File: src/rtl/tdp_ram_requester.sv
// ---------------------------------------------------------------------------
// tdp_ram_requester
//
// Initiator side of a true-dual-port block RAM. After reset it clears the
// first DEPTH words: two words per cycle, even addresses on RAM port A and odd
// addresses on RAM port B. It then turns two valid/ready request streams (A, B)
// into RAM port A/B cycles. Both ports may not touch the same address in one
// cycle when either of them writes, so the RAM never returns X data.
//
// Ports
//   clk                          single clock, all logic on posedge
//   rst                          asynchronous, active-high reset
//   init_done                    high once the RAM clear has completed
//   req_valid_x / req_ready_x    request handshake, port x in {a, b}
//   req_we_x                     1 = write, 0 = read
//   req_addr_x, req_wdata_x      request address / write data
//   rsp_valid_x, rsp_data_x      read response, one cycle after acceptance,
//                                no backpressure
//   ram_a_x, ram_wd_x, ram_we_x  RAM port x address / write data / write enable
//   ram_rd_x                     RAM port x registered read data
// ---------------------------------------------------------------------------
module tdp_ram_requester #(
    parameter int               ABITS      = 10,
    parameter int               DBITS      = 36,
    parameter int               DEPTH      = 1024,
    parameter logic [DBITS-1:0] INIT_VALUE = '0
) (
    input  logic             clk,
    input  logic             rst,
    output logic             init_done,

    input  logic             req_valid_a,
    output logic             req_ready_a,
    input  logic             req_we_a,
    input  logic [ABITS-1:0] req_addr_a,
    input  logic [DBITS-1:0] req_wdata_a,
    output logic             rsp_valid_a,
    output logic [DBITS-1:0] rsp_data_a,

    input  logic             req_valid_b,
    output logic             req_ready_b,
    input  logic             req_we_b,
    input  logic [ABITS-1:0] req_addr_b,
    input  logic [DBITS-1:0] req_wdata_b,
    output logic             rsp_valid_b,
    output logic [DBITS-1:0] rsp_data_b,

    output logic [ABITS-1:0] ram_a_a,
    output logic [DBITS-1:0] ram_wd_a,
    output logic             ram_we_a,
    input  logic [DBITS-1:0] ram_rd_a,

    output logic [ABITS-1:0] ram_a_b,
    output logic [DBITS-1:0] ram_wd_b,
    output logic             ram_we_b,
    input  logic [DBITS-1:0] ram_rd_b
);

    typedef enum logic {
        ST_INIT,
        ST_RUN
    } state_t;

    // Last init cycle: word pair (DEPTH-2, DEPTH-1).
    localparam logic [ABITS-1:0] CNT_LAST = ABITS'(DEPTH / 2 - 1);

    state_t           state, state_nxt;
    logic [ABITS-1:0] cnt, cnt_nxt;
    logic             prio, prio_nxt;     // 0: port A wins a conflict, 1: port B
    logic [ABITS-1:0] last_a, last_b;     // address held on an idle RAM port
    logic             conflict;
    logic             acc_a, acc_b;

    // NOTE: state is updated with non-blocking assignments only, so every
    // register samples the pre-edge values of the others.
    always_ff @(posedge clk or posedge rst) begin
        if (rst) begin
            state       <= ST_INIT;
            cnt         <= '0;
            prio        <= 1'b0;
            last_a      <= '0;
            last_b      <= '0;
            rsp_valid_a <= 1'b0;
            rsp_valid_b <= 1'b0;
        end else begin
            state       <= state_nxt;
            cnt         <= cnt_nxt;
            prio        <= prio_nxt;
            last_a      <= ram_a_a;
            last_b      <= ram_a_b;
            rsp_valid_a <= acc_a && !req_we_a;
            rsp_valid_b <= acc_b && !req_we_b;
        end
    end

    // A collision only matters if at least one side writes; two reads of the
    // same word are harmless and both proceed.
    assign conflict = req_valid_a && req_valid_b && (req_addr_a == req_addr_b) &&
                      (req_we_a || req_we_b);

    // NOTE: every output of this block gets a default first, so no path
    // leaves a signal unassigned and no latch is inferred.
    always_comb begin
        state_nxt   = state;
        cnt_nxt     = cnt;
        prio_nxt    = prio;
        req_ready_a = 1'b0;
        req_ready_b = 1'b0;
        acc_a       = 1'b0;
        acc_b       = 1'b0;
        ram_a_a     = last_a;
        ram_a_b     = last_b;
        ram_we_a    = 1'b0;
        ram_we_b    = 1'b0;
        ram_wd_a    = req_wdata_a;
        ram_wd_b    = req_wdata_b;

        // NOTE: the RAM drive is combinational from state, so reset is also
        // gated in here; otherwise the INIT writes would be driven while rst
        // is still asserted.
        if (!rst) begin
            case (state)
                ST_INIT: begin
                    ram_a_a  = {cnt[ABITS-2:0], 1'b0};
                    ram_a_b  = {cnt[ABITS-2:0], 1'b1};
                    ram_we_a = 1'b1;
                    ram_we_b = 1'b1;
                    ram_wd_a = INIT_VALUE;
                    ram_wd_b = INIT_VALUE;
                    cnt_nxt  = cnt + 1'b1;
                    if (cnt == CNT_LAST) begin
                        state_nxt = ST_RUN;
                        cnt_nxt   = '0;
                    end
                end
                ST_RUN: begin
                    req_ready_a = !conflict || !prio;
                    req_ready_b = !conflict ||  prio;
                    acc_a       = req_valid_a && req_ready_a;
                    acc_b       = req_valid_b && req_ready_b;
                    if (acc_a) begin
                        ram_a_a  = req_addr_a;
                        ram_we_a = req_we_a;
                    end
                    if (acc_b) begin
                        ram_a_b  = req_addr_b;
                        ram_we_b = req_we_b;
                    end
                    // Round-robin on conflicts bounds the loser's stall to one cycle.
                    if (conflict) begin
                        prio_nxt = !prio;
                    end
                end
            endcase
        end
    end

    assign init_done  = (state == ST_RUN);
    assign rsp_data_a = ram_rd_a;
    assign rsp_data_b = ram_rd_b;

endmodule

File: config.mk
export PLATFORM = sky130hd
export DESIGN_NAME = tdp_ram_requester
export DESIGN_NICKNAME = d
export VERILOG_FILES = /design/src/rtl/tdp_ram_requester.sv
export SDC_FILE = /design/constraint.sdc
export NUM_CORES = 1
export LEC_CHECK = 0
export ABC_CLOCK_PERIOD_IN_PS = 3350
export BUFFER_PORTS_ARGS = -buffer_cell sky130_fd_sc_hd__clkbuf_2
export CORE_AREA = 3 3 132 134
export DETAILED_ROUTE_END_ITERATION = 7
export DIE_AREA = 0 0 135 137
export PLACE_DENSITY = 0.46
export SLEW_MARGIN = 40
export SYNTH_ARGS = -nofsm -noshare
export SYNTH_HDL_FRONTEND = slang
export SYNTH_SLANG_ARGS = --single-unit
File: constraint.sdc
create_clock -name clk -period 3.35 [get_ports clk]
set_input_delay 0.67 -clock clk [delete_from_list [all_inputs] [get_ports clk]]
set_output_delay 0.67 -clock clk [all_outputs]
set_load 0.05 [all_outputs]
==> impl.org, run 1 <==
** Detailed routing
- In the final routed layout, each cell accounts on average for 16.2 um.
- The detail route stage leaves a number of antenna-violating nets equal to 0.
- The detailed router finished its first iteration with 176 violations.
- After detailed routing, the number of remaining DRC violations is 0.
- Vias/cell :: 4.12
- Vias after detailed routing :: 2887
- The routed design has 11400 um of wire.
- The first detailed-routing pass ran for 4 iterations.

** Clock network
- Clock tree synthesis inserted a total of 5 buffers.
- Clock net sink count :: 34
- The H-tree was split into 2 levels.
- After clock tree synthesis, the flow added hold-fix buffers numbering 0.
- The clock passes through at most 2 buffers.
- The cell sitting at the root of the clock tree is a sky130_fd_sc_hd__clkbuf_16.
- The clock reaches the later pin of the worst-skew pair after 280 ps.
- TritonCTS clock tree :: yes
- Reg clk slew, reported paths :: 60 ps

** Final layout
- Net total in the final layout :: 650
- In the final layout, the multi-input gates occupy 1470 um2.
- Registers take 851 um2.
- Number of antenna cells inserted :: 0
- Of the cells placed in the final design, the portion with a size suffix greater than 1 is 50.8%.
- Post-route cell area :: 4240 um2
- Relative area change from synthesis to final layout :: 45.9%
- FILL cells :: 1785

** Die
- Die area :: 18500 um2
- Measured along the x axis, the die boundary spans 135 um.
- Measured along the y axis, the die boundary spans 137 um.
- For this design the top-level I/O count stands at 341.
- Starting density of the core :: 17.7%
- # rows :: 47
- Core region area :: 16400 um2

** Global routing
- Total Routing Usage GR :: 11.5%
- Entering global routing, the biggest net connects 41 pins.
- Overall overflow remaining after global route :: 0
- The first global-routing pass estimated 16600 um of wire.
- The number of global-route vias before repair was 2800.
- Number of antenna violations at the first check in global routing :: 0

** Setup path
- Setup slack on the worst reg-to-reg path comes out at 820 ps.
- Peak fanout along the critical path :: 7
- Endpoint required time on the critical path :: 2680 ps
- Largest stage delay, worst path :: 510 ps
- The most numerous cell type found on the critical path is sky130_fd_sc_hd__clkbuf_2.
- The critical path contains buffers and inverters numbering 3 combined.
- Top cell family by delay on the critical path :: simple AND/OR/NAND/NOR gates
- Crit path cell chain :: clkbuf_2 > xor2_1 > nor4_2 > or4b_4 > and2_1 > buf_12 > a31o_1 > clkbuf_2
- Measured in cells, the most critical reg-to-reg path has a length of 6.
- Reg-to-Reg End :: cnt[9]
- The setup path with the least slack is of type in2out.
- Data arrives at the worst endpoint at 2620 ps.
- CP Launch Type :: primary input
- Beginning of the worst register-to-register path :: init_done
- The slowest stage of the critical path is the sky130_fd_sc_hd__or4b_4 cell.
- Crit path capture type :: output pin

** STA
- Tightest slew margin relative to the limit :: 52.0%
- Setup TNS after final layout :: 0 ps
- Timing would allow up to 0.304 GHz.
- Number of hold-slack violations in the final timing report :: 0
- Dividing the final minimum period by the clock period gives 98.1%.
- Final Setup Violations :: 0
- The final count of pins violating max slew was 0.
- Minimum hold slack :: 537 ps
- At the pin with the least slew margin, the transition time is 718 ps.
- Post-Route Skew :: 5.50 ps
- The worst path needs 3290 ps of the cycle, external delays included.

** Synthesis
- In this run the cell area of the synthesized design comes to 2900 um2.
- By area the synthesized netlist is led by sky130_fd_sc_hd__dfrtp_1 29%, sky130_fd_sc_hd__buf_4 19%, sky130_fd_sc_hd__nor2b_1 16%.
- Async set-or-reset flop fraction in the synthesized netlist :: 100%
- Seq cells post-synth :: 34
- Mean cell area of the mapped netlist :: 8.37 um2
- Counting flops with a built-in enable in the synthesized netlist gives 0.
- For this run, the leading register cell type out of synthesis is sky130_fd_sc_hd__dfrtp_1.
- The largest total area in the synthesized netlist belongs to sky130_fd_sc_hd__dfrtp_1.
- Post-synthesis net count :: 518
- Summed over its instances, the top area cell type makes up 29.3% of the synthesized netlist area.
- Sequential elements use 29.3% of the synthesized area.
- Number of warning messages in the yosys log :: 0
- Top post-synthesis cells by count :: 72 x sky130_fd_sc_hd__buf_4, 72 x sky130_fd_sc_hd__nor2b_1, 34 x sky130_fd_sc_hd__dfrtp_1
- Synthesis instantiated 34 different standard cells from the library.
- Synthesis produced a netlist whose cell count is 347.

** Min path
- Hold wc startpoint :: cnt[9]
- Worst Hold Class :: reg2reg
- Endpoint with the worst hold slack :: init_done
- Along the worst hold path, the cell count comes to 1.

** Power
- IR drop worst, VDD :: 0.233 mV
- Pwr per Cell Area :: 428 nW/um2
- LEAKAGE :: 2.11 nW

** Placed design
- Buffers placed on the I/O ports in this run total 196.
- Weighted congestion reported at the end of routability-driven placement :: 0.818
- Placed Instance Area :: 4010 um2
- Detailed placement ended at an HPWL of 9010 um.

** Outcome
- The run finished with clean final reports.

** Job
- Max Cap Viol :: 0
repair_timing:
action | 4_1_cts | 5_1_grt
buffers inserted | 0 | 1
resized for setup | 1 | 15
pin swaps | 0 | 2
endpoints found under the setup margin | 1 | 18
worst max path at each step:
| stage | from | end | slack [ps] | cells past startpoint |
|---|---|---|---|---|
| 3_5_place_dp | req_addr_b[5] | ram_a_b[9] | 20 | 8 |
| 4_1_cts | req_addr_b[5] | ram_a_b[2] | 20 | 8 |
| 2_1_floorplan | req_addr_b[5] | ram_a_a[1] | -340 | 6 |
| 3_3_place_gp | req_addr_b[7] | ram_a_b[9] | 5 | 8 |
| 6_report | req_addr_b[3] | ram_we_b | 60 | 8 |
| 5_1_grt | req_addr_a[3] | ram_a_b[6] | -2 | 8 |
where the power goes:
part	switching [W]	internal, W	total, W	leakage (nW)
registers	0.0000204	0.000449	0.000469	0.415
logic	0.000497	0.000317	0.000814	1.61
clock network	0.000184	0.000348	0.000532	0.0836
total	0.000701	0.00111	0.00181	2.11
layout make-up:
type / instances / area share (%)
Clock inverter: 3 / 0.945
Sequential cell: 34 / 20.1
Tap cell: 220 / 6.50
Timing Repair Buffer: 219 / 34.6
Inverter: 3 / 0.266
Clock buffer: 5 / 2.95
Multi-Input combinational cell: 216 / 34.7
cell families after synthesis:
group,Yosys count,share of synthesized area (%)
buffers and inverters,97,22.2
AND/OR/NAND/NOR,133,26.1
adder cells (fa/ha/maj),1,0.431
AO/OA/AOI/OAI,64,16.5
XOR/XNOR,18,5.43
flip-flops,34,29.3
flip-flops by register name, summed over array words and instances, names as in the netlist:
signal,cells
rsp_valid_b,1
prio,1
last_b,10
last_a,10
cnt,10
rsp_valid_a,1
init_done,1
through the flow:
stage	util [%]	total power, W	worst slack [ps]	cells
final	25.8	0.00181	62.0	700
after detailed placement	24.4	0.00128	16.8	691
after global placement	24.4	0.00128	5.42	691
after CTS	25.5	0.00183	15.7	699
after global routing	25.8	0.00189	-2.49	700
after floorplan	-	0.00116	-343	347
worst register-to-register path: stages, from the launching register on:
cell and delay [ps]:
sky130_fd_sc_hd__dfrtp_1 520, sky130_fd_sc_hd__nor2_4 640, sky130_fd_sc_hd__buf_4 430, sky130_fd_sc_hd__and4_1 340
sky130_fd_sc_hd__nand2_1 90, sky130_fd_sc_hd__or4_1 390, sky130_fd_sc_hd__nand2_1 70
placed cells by master (no fill, tap or decap), types with 7 or more instances in the layout:
| master | Yosys | layout |
|---|---|---|
| sky130_fd_sc_hd__a22o_1 | 18 | 18 |
| sky130_fd_sc_hd__a41oi_1 | 18 | 16 |
| sky130_fd_sc_hd__buf_12 | 0 | 21 |
| sky130_fd_sc_hd__buf_4 | 72 | 21 |
| sky130_fd_sc_hd__clkbuf_2 | 0 | 177 |
| sky130_fd_sc_hd__dfrtp_1 | 34 | 34 |
| sky130_fd_sc_hd__nand2_1 | 28 | 28 |
| sky130_fd_sc_hd__nand3_1 | 8 | 8 |
| sky130_fd_sc_hd__nor2_1 | 8 | 7 |
| sky130_fd_sc_hd__nor2b_1 | 72 | 72 |
| sky130_fd_sc_hd__o21ai_2 | 0 | 8 |
| sky130_fd_sc_hd__xnor2_1 | 12 | 11 |
per-layer routing:
| metal | up-vias | GRT usage (%) | part of all wire, % |
|---|---|---|---|
| li1 | 1377 | - | - |
| met1 | 1381 | 15.5 | 44 |
| met2 | 102 | 17.5 | 48 |
| met3 | 27 | 3.86 | 6.4 |
| met4 | 0 | 3.36 | 1.5 |
| met5 | - | 0 | 0 |
No activity file was read; power rests on OpenSTA's default activity.
==> run 2: changes to the inputs <==
--- a/config.mk
+++ b/config.mk
@@ -13,3 +13,2 @@
 export PLACE_DENSITY = 0.46
-export SLEW_MARGIN = 40
 export SYNTH_ARGS = -nofsm -noshare
==> constraint.sdc (replaced) <==
create_clock -name clk -period 3.35 [get_ports clk]
set_input_delay 0.1675 -clock clk [delete_from_list [all_inputs] [get_ports clk]]
set_output_delay 0.1675 -clock clk [all_outputs]
set_load 0.05 [all_outputs]
==> run 2 against run 1 <==
Design area fell by 12%. Critical path depth decreased by 1. Global-route usage about the same.
==> impl.org, run 2 (same netlist as run 1, synthesis figures left out) <==
** Outcome
- The flow ran to the end, and the final reports show no timing, DRC or antenna violations.

** Clock network
- The cell sitting at the root of the clock tree is a sky130_fd_sc_hd__clkbuf_16.
- Number of buffers inserted by hold repair at cts :: 0
- CTS resizes :: 0
- In this run the deepest clock path goes through 2 buffers.
- TritonCTS created 5 clock buffers.
- The clock net in this run drives a total of 34 sinks.
- Post-CTS setup buffer count :: 0
- The clock tree synthesis step divided the H-tree into 2 levels.
- Clock latency on the worst-skew pair :: 290 ps
- Clock-pin slew was measured on the worst setup and hold paths at 60 ps.
- TritonCTS built the clock tree.

** Global routing
- The first global-routing pass estimated 16300 um of wire.
- Entering global routing, the biggest net connects 41 pins.
- Summed over all layers, the global routing overflow is 0.
- Met1 Usage GRT :: 14.1%
- Global routing consumed, on the met3 layer, 4.12% of the routing resources.
- Most used routing layer in global routing :: met2
- Fraction of met2 tracks used by global routing :: 19.0%
- Via count of the first global-routing pass :: 2659
- Number of antenna violations at the first check in global routing :: 0
- Total Routing Usage GR :: 11.5%

** Final layout
- After routing the design area is 3750 um2.
- Post-layout utilization of the core :: 22.8%
- Number of antenna cells inserted :: 0
- The post-route netlist has 46.3% of its cells at a drive strength greater than 1.
- Top library cells by usage in the layout, fill and taps aside :: 196 x sky130_fd_sc_hd__clkbuf_2, 72 x sky130_fd_sc_hd__nor2b_1, 34 x sky130_fd_sc_hd__dfrtp_1, 28 x sky130_fd_sc_hd__nand2_1, 20 x sky130_fd_sc_hd__o21ai_0
- Most common library cell in the layout ignoring fill and taps :: sky130_fd_sc_hd__clkbuf_2
- Net total in the final layout :: 633
- The largest registers in the layout are cnt (10), last_a (10), last_b (10).
- Relative area change from synthesis to final layout :: 29.0%

** Setup path
- Peak fanout along the critical path :: 13
- For this run, the slowest stage of the critical path takes 620 ps.
- Data on the critical path is required at its endpoint by 3180 ps.
- Worst path slowest cell :: sky130_fd_sc_hd__or4b_4
- The critical path goes through clkbuf_2 > o211ai_1 > nor4_2 > or4b_4 > and2_1 > o21ai_0 > clkbuf_2.
- The worst register-to-register path has a setup slack of 1180 ps.
- The worst setup path is launched from a primary input.
- Crit path capture type :: output pin
- Worst Path Arrival :: 2720 ps
- Critical path class :: in2out
- By instance count, the cell type seen most on the critical path is sky130_fd_sc_hd__clkbuf_2.

** STA
- Setup TNS after final layout :: 0 ps
- For the pin with the worst max-slew slack, the measured transition is 837 ps.
- Dividing the final minimum period by the clock period gives 86.0%.
- For the final database, setup skew stands at 8.32 ps.
- Final Setup Violations :: 0
- Total count of max-transition violations in the final report :: 0
- Tightest slew margin relative to the limit :: 43.7%
- Setup repair after global routing missed its margin :: no
- Post-route minimum period :: 2880 ps
- Number of hold-slack violations in the final timing report :: 0
- Minimum hold slack :: 95.9 ps
- Fmax achieved :: 0.347 GHz

** Placed design
- The placed instances occupy a cell area of 3580 um2.
- HPWL after DPL :: 9250 um
- Count of buffers inserted at the top-level ports :: 196
- Weighted congestion reported at the end of routability-driven placement :: 0.795

** Power
- Power comes to 0.00166 W.
- LEAKAGE :: 1.90 nW
- Pwr per Cell Area :: 443 nW/um2
- Across the VDD grid, the largest voltage drop is 0.153 mV.

** Detailed routing
- Drt wl/cell :: 16.6 um
- Total wirelength of the detailed-routed design :: 11300 um
- DRT Pass-1 Iters :: 4
- The count of nets left with antenna violations once routing finished came out at 0.
- The detailed router placed 2779 vias in this run.
- DRC viols :: 0
- For this block, the initial DRC count from the detailed router was 119.
- Dividing the detail-routed via count by the number of cells gives 4.07.

** Die
- Core region area :: 16400 um2
- In this run the horizontal extent of the chip is 135 um.
- In this run the vertical extent of the chip is 137 um.
- Starting density of the core :: 17.7%
- During I/O placement, the number of pins put on the boundary was 341.
- # rows :: 47
- Die area :: 18500 um2

** Job
- Max Cap Viol :: 0

** Min path
- The min-delay analysis places its worst path in the category in2reg.
run 2: cell types whose count changed in the layout (fill, tap and decap cells not counted), sizes merged:
cell    change
buf        -36
clkbuf     +20
clkinv      -2
run 2: layer usage:
metal  wire, um  vias to the layer above
met1       4540                     1306
met4        207                        0
met5          0                        -
met3        781                       25
li1           -                     1347
met2       5800                      101
run 2: worst paths after layout:
path                              from     endpoint  cells after the start
setup / recovery           req_valid_b   ram_a_b[4]                      7
hold / removal                req_we_b  rsp_valid_b                      2
setup reg to reg             init_done       cnt[9]                      5
hold reg to reg              last_a[0]    last_a[0]                      2
max in group asynchronous          rst    last_a[7]                      3
min in group asynchronous          rst    last_b[1]                      2
run 2: metrics by stage:
| stage | setup slack [ps] | cells |
|---|---|---|
| after global routing | 310 | 682 |
| after global placement | 601 | 675 |
| after detailed placement | 451 | 675 |
| after floorplan | 527 | 347 |
| after CTS | 441 | 682 |
| final | 467 | 682 |
run 2: critical path: cells and delay by family:
| kind | cells | cell delay [ps] |
|---|---|---|
| simple gates | 3 | 1370 |
| buf+inv | 2 | 630 |
| compound gates | 2 | 530 |
run 2: final cells by class:
cell class	count	area [um2]
inverters	3	11.3
well taps	220	275
fillers	1808	12700
multi-input cells	216	1420
repair buffers	202	1030
clock inverters	1	30.0
flip-flops and latches	34	851
clock buffers	6	139
run 2: report_power, final:
group / switching [W] / total [W] / internal, W
Sequential: 0.0000259 / 0.000475 / 0.000449
Combinational: 0.000459 / 0.000633 / 0.000174
Clock: 0.000186 / 0.000554 / 0.000367
